[config.mk]
export PLATFORM = sky130hd
export DESIGN_NAME = user_mgr_mux
export DESIGN_NICKNAME = d
export VERILOG_FILES = /design/src/rtl/user_mgr_mux.sv
export SDC_FILE = /design/constraint.sdc
export NUM_CORES = 1
export LEC_CHECK = 0
export CORE_AREA = 4 4 108 110
export CTS_BUF_LIST = sky130_fd_sc_hd__clkbuf_16
export DETAILED_ROUTE_END_ITERATION = 8
export DIE_AREA = 0 0 112 114
export PLACE_DENSITY = 0.66
export SLEW_MARGIN = 20
export SYNTH_ARGS = -nofsm -noshare
export SYNTH_HDL_FRONTEND = slang
export SYNTH_SLANG_ARGS = --single-unit
[constraint.sdc]
create_clock -name clk_i -period 2.75 [get_ports clk_i]
set_input_delay 0.55 -clock clk_i [delete_from_list [all_inputs] [get_ports clk_i]]
set_output_delay 0.55 -clock clk_i [all_outputs]
set_load 0.005 [all_outputs]
[src/rtl/user_mgr_mux.sv]
// Round-robin OBI manager multiplexer: merges NumMgr user managers onto one port
// and routes each response back through an in-order FIFO of granted indices.
module user_mgr_mux #(
  parameter int NumMgr    = 2,
  parameter int AddrWidth = 32,
  parameter int DataWidth = 32,
  parameter int MaxTrans  = 4
) (
  input  logic                              clk_i,
  input  logic                              rst_i,
  input  logic [NumMgr-1:0]                 sbr_req_i,
  output logic [NumMgr-1:0]                 sbr_gnt_o,
  input  logic [NumMgr*AddrWidth-1:0]       sbr_addr_i,
  input  logic [NumMgr-1:0]                 sbr_we_i,
  input  logic [NumMgr*(DataWidth/8)-1:0]   sbr_be_i,
  input  logic [NumMgr*DataWidth-1:0]       sbr_wdata_i,
  output logic [NumMgr-1:0]                 sbr_rvalid_o,
  output logic [DataWidth-1:0]              sbr_rdata_o,
  output logic                              sbr_err_o,
  output logic                              mgr_req_o,
  input  logic                              mgr_gnt_i,
  output logic [AddrWidth-1:0]              mgr_addr_o,
  output logic                              mgr_we_o,
  output logic [DataWidth/8-1:0]            mgr_be_o,
  output logic [DataWidth-1:0]              mgr_wdata_o,
  input  logic                              mgr_rvalid_i,
  input  logic [DataWidth-1:0]              mgr_rdata_i,
  input  logic                              mgr_err_i,
  output logic                              busy_o,
  output logic                              proto_err_o
);

  localparam int BeWidth = DataWidth / 8;
  localparam int IdxW    = (NumMgr > 1) ? $clog2(NumMgr) : 1;
  localparam int PtrW    = (MaxTrans > 1) ? $clog2(MaxTrans) : 1;
  localparam int CntW    = $clog2(MaxTrans + 1);

  logic [IdxW-1:0] rr;
  logic [IdxW-1:0] lock_idx;
  logic            lock_valid;
  logic [IdxW-1:0] sel;
  logic [IdxW-1:0] head;
  logic            any_req;
  logic            handshake;
  logic            push;
  logic            pop;
  logic            fifo_full;
  logic            fifo_empty;
  logic [IdxW-1:0] order_mem [MaxTrans];
  logic [PtrW-1:0] wptr;
  logic [PtrW-1:0] rptr;
  logic [CntW-1:0] count;
  logic            proto_err;

  // A held lock wins; otherwise scan from rr with wrap-around.
  always_comb begin : arbiter
    logic found;
    int   idx;
    sel   = rr;
    found = 1'b0;
    idx   = 0;
    if (lock_valid && sbr_req_i[lock_idx]) begin
      sel = lock_idx;
    end else begin
      for (int k = 0; k < NumMgr; k++) begin
        idx = (int'(rr) + k) % NumMgr;
        if (!found && sbr_req_i[IdxW'(idx)]) begin
          sel   = IdxW'(idx);
          found = 1'b1;
        end
      end
    end
  end

  assign any_req    = |sbr_req_i;
  assign fifo_full  = (count == CntW'(MaxTrans));
  assign fifo_empty = (count == '0);
  assign mgr_req_o  = any_req && !fifo_full && !rst_i;
  assign handshake  = mgr_req_o && mgr_gnt_i;
  assign push       = handshake;
  assign pop        = mgr_rvalid_i && !fifo_empty && !rst_i;
  assign head       = order_mem[rptr];

  assign mgr_addr_o  = sbr_addr_i[sel*AddrWidth +: AddrWidth];
  assign mgr_we_o    = sbr_we_i[sel];
  assign mgr_be_o    = sbr_be_i[sel*BeWidth +: BeWidth];
  assign mgr_wdata_o = sbr_wdata_i[sel*DataWidth +: DataWidth];

  always_comb begin
    sbr_gnt_o = '0;
    if (handshake) sbr_gnt_o[sel] = 1'b1;
  end

  always_comb begin
    sbr_rvalid_o = '0;
    if (pop) sbr_rvalid_o[head] = 1'b1;
  end

  assign sbr_rdata_o = mgr_rdata_i;
  assign sbr_err_o   = mgr_err_i;
  assign busy_o      = !fifo_empty;
  assign proto_err_o = proto_err;

  always_ff @(posedge clk_i) begin
    if (push) order_mem[wptr] <= sel;
  end

  always_ff @(posedge clk_i) begin
    if (rst_i) begin
      rr         <= '0;
      lock_valid <= 1'b0;
      lock_idx   <= '0;
      wptr       <= '0;
      rptr       <= '0;
      count      <= '0;
      proto_err  <= 1'b0;
    end else begin
      // A pending but ungranted selection is pinned so the A-channel stays stable.
      if (handshake) begin
        lock_valid <= 1'b0;
        rr         <= (sel == IdxW'(NumMgr - 1)) ? '0 : sel + 1'b1;
      end else if (any_req) begin
        lock_valid <= 1'b1;
        lock_idx   <= sel;
      end else begin
        lock_valid <= 1'b0;
      end

      if (push) wptr <= (wptr == PtrW'(MaxTrans - 1)) ? '0 : wptr + 1'b1;
      if (pop)  rptr <= (rptr == PtrW'(MaxTrans - 1)) ? '0 : rptr + 1'b1;

      case ({push, pop})
        2'b10:   count <= count + 1'b1;
        2'b01:   count <= count - 1'b1;
        default: count <= count;
      endcase

      if (mgr_rvalid_i && fifo_empty) proto_err <= 1'b1;
    end
  end

endmodule

==> results.py <==
metrics = {
    "cells_and_area": {
        "area.growth.synth_to_final_pct": 126,
        "antennaDiodeCount": 0,
        "fin_cells": 553,
        "final_cell_mix": "clkdlybuf4s50_1, mux2_1, dlygate4sd2_1",
        "final_common_cell": "clkdlybuf4s50_1",
        "nets": 598,
        "drive_gt1_frac": 0.245,
        "fillers": 1055,
    },
    "synthesis": {
        "dominantRegCellSynth": "dfxtp_1",
        "async_reset_ff_frac": 0,
        "ys_seq_area_frac": 0.192,
        "syn_area_per_cell_sq_um": 10.2,
        "synth_cells": 195,
        "synth_nets": 379,
        "ys_ff_latch": 17,
        "syn_area_sq_um": 1990,
        "synth_edf_count": 4,
        "yosys_warnings": 0,
        "synthDistinctLibCells": 34,
    },
    "worst_setup_path": {
        "path_cells": "dlygate4sd2_1, a21o_1, a22oi_2, buf_6, buf_4, buf_6, mux2_4, dlygate4sd2_1",
        "crit_path_start_kind": "input pin",
        "worst_setup_path_end_kind": "output port",
        "cpPeakStageDelay_ns": 0.30,
        "cp_max_fo": 7,
        "required_ns": 2.20,
        "crit_arrival_ns": 2.16,
        "cp_slowest_cell": "mux2_4",
        "critPathKind": "input pin to output port",
    },
    "detailed_routing": {
        "wl_per_cell_microns": 17.9,
        "drt-initial-drc-count": 22,
        "vias": 2290,
        "drt_wl_total_mm": 9.89,
        "drtAntennaViolNets": 0,
        "drc": 0,
        "viasPerCell": 4.14,
        "first_pass_iters": 4,
    },
    "clock_network": {
        "cts-hold-fix-buffers": 0,
        "clock_sinks": 17,
        "h-tree-depth": 1,
        "clk_path_buf_depth": 2,
        "cts_tree": "done",
        "cts_made_buffers": 3,
        "cts_root_buf": "clkbuf_16",
        "clk-insertion-delay-late_ns": 0.25,
        "clkTransAtPathRegs_ns": 0.05,
    },
    "global_routing": {
        "gr-max-usage-layer": "met2",
        "met3_usage": 0.0865,
        "grt_pass1_wl_mm": 14.4,
        "grt_max_degree": 15,
        "grt_use_total": 0.144,
        "use_met1": 0.163,
        "overflow": 0,
        "antenna_found_initial": 5,
        "grt_pass1_vias": 2543,
        "met2_usage": 0.241,
    },
    "power_and_ir_drop": {
        "p_leak_nw": 1.92,
        "p_total_mw": 1.50,
        "powerDensity_nw_per_um2": 334,
        "vdd_drop_max_mv": 0.156,
    },
    "place": {
        "dp_hpwl_mm": 8.13,
        "dp_worst_setup_slack_ns": -0.345,
        "portBuffers": 219,
        "gp_congestion": 0.912,
        "dp.cells": 530,
    },
    "timing": {
        "slew_viol_final": 0,
        "post-route-min-period_ns": 2.71,
        "rsz0062_at_grt": "true",
        "fmax_mhz": 370,
        "slew_headroom": 0.713,
        "skew_ns": 0.00191,
        "fin_crit_sh": 0.984,
        "hold_viol": 0,
        "holdWs_ns": 0.469,
        "finalSetupViolCount": 0,
        "tightest_slew_ns": 0.429,
        "layout_setup_ws_ns": 0.0437,
        "fin_setup_tns_ns": 0,
    },
    "die": {
        "core_area_sq_um": 10700,
        "die_w_microns": 112,
        "die_h_microns": 114,
        "initial_core_util": 0.186,
        "die-area_sq_um": 12800,
        "fp-row-count": 38,
        "ios": 286,
    },
    "flow_run": {
        "drv_cap": 0,
    },
    "run_status": {
        "outcome": "completed",
    },
    "hold_path": {
        "hold_path_class": "register to register",
    },
}
area by class of cell:
class                           instances  area, sq um  area share
Tap cell                              140          175      0.0391
Timing Repair Buffer                  256         2530       0.565
Sequential cell                        17          380      0.0848
Clock inverter                          1         3.75    0.000837
Inverter                                9         33.8     0.00753
Clock buffer                            3         75.1      0.0167
Multi-Input combinational cell        127         1280       0.286
cell usage after synthesis (all sizes together) (2+ instances only):
cell type / number / area, sq um
mux2: 70 / 788
buf: 41 / 350
dfxtp: 13 / 260
inv: 9 / 33.8
nor2: 9 / 33.8
a21oi: 6 / 30.0
and2: 6 / 37.5
ha: 6 / 75.1
edfxtp: 4 / 120
o31ai: 4 / 30.0
nor2b: 3 / 18.8
nor3: 3 / 20.0
nand2: 2 / 7.51
nand4: 2 / 12.5
or3: 2 / 12.5
xor2: 2 / 17.5
metal layers:
metal  share of wire  vias to the layer above
met3            0.14                       15
li1                -                     1090
met5          0.0058                        -
met4          0.0075                       10
met2            0.45                      158
met1            0.39                     1017
timing repair:
action                                  4_1_cts  5_1_grt
pin swaps                                     2        1
endpoints found under the setup margin       71       50
gates resized for setup                     159       29
buffers inserted                             13        3
cloned                                        4        0
worst paths after layout:
path                                                from                        to  slack [ns]  depth (start not counted)
worst min register to register  proto_err_o$_SDFFE_PP0P_  proto_err_o$_SDFFE_PP0P_        0.47                          2
worst min-delay path            proto_err_o$_SDFFE_PP0P_  proto_err_o$_SDFFE_PP0P_        0.47                          2
worst max register to register     count[2]$_SDFFE_PP0P_     count[2]$_SDFFE_PP0P_        0.43                          9
worst max-delay path                        sbr_req_i[1]           mgr_wdata_o[25]        0.04                          8
cells by family (layout without fill, tap and decap cells):
kind of cell	after synthesis	count (layout)	synth area share
AO/OA/AOI/OAI	16	16	0.0561
XOR/XNOR	2	2	0.00882
adder cells (fa/ha/maj)	7	7	0.0479
buffers and inverters	51	269	0.195
flip-flops	17	17	0.192
multiplexers	72	72	0.413
AND/OR/NAND/NOR	30	30	0.0870
stage by stage:
stage / instance area [sq um] / util
global placement: 4160 / 0.389
global route: 4480 / 0.419
floorplan: 1990 / -
finish: 4480 / 0.419
detailed placement: 4160 / 0.389
CTS: 4460 / 0.417
critical path, delay by kind of cell:
kind / cells / cell delay [ns]
buffers and inverters: 5 / 0.94
AOI/OAI and AO/OA: 2 / 0.36
muxes: 1 / 0.30
report_power, final:
part | leakage [nW] | internal, mW | switching [mW]
Combinational | 1.73 | 0.630 | 0.294
Sequential | 0.143 | 0.275 | 0.0145
Clock | 0.0423 | 0.193 | 0.0901
Note: power is estimated with default switching activity, not from simulation.
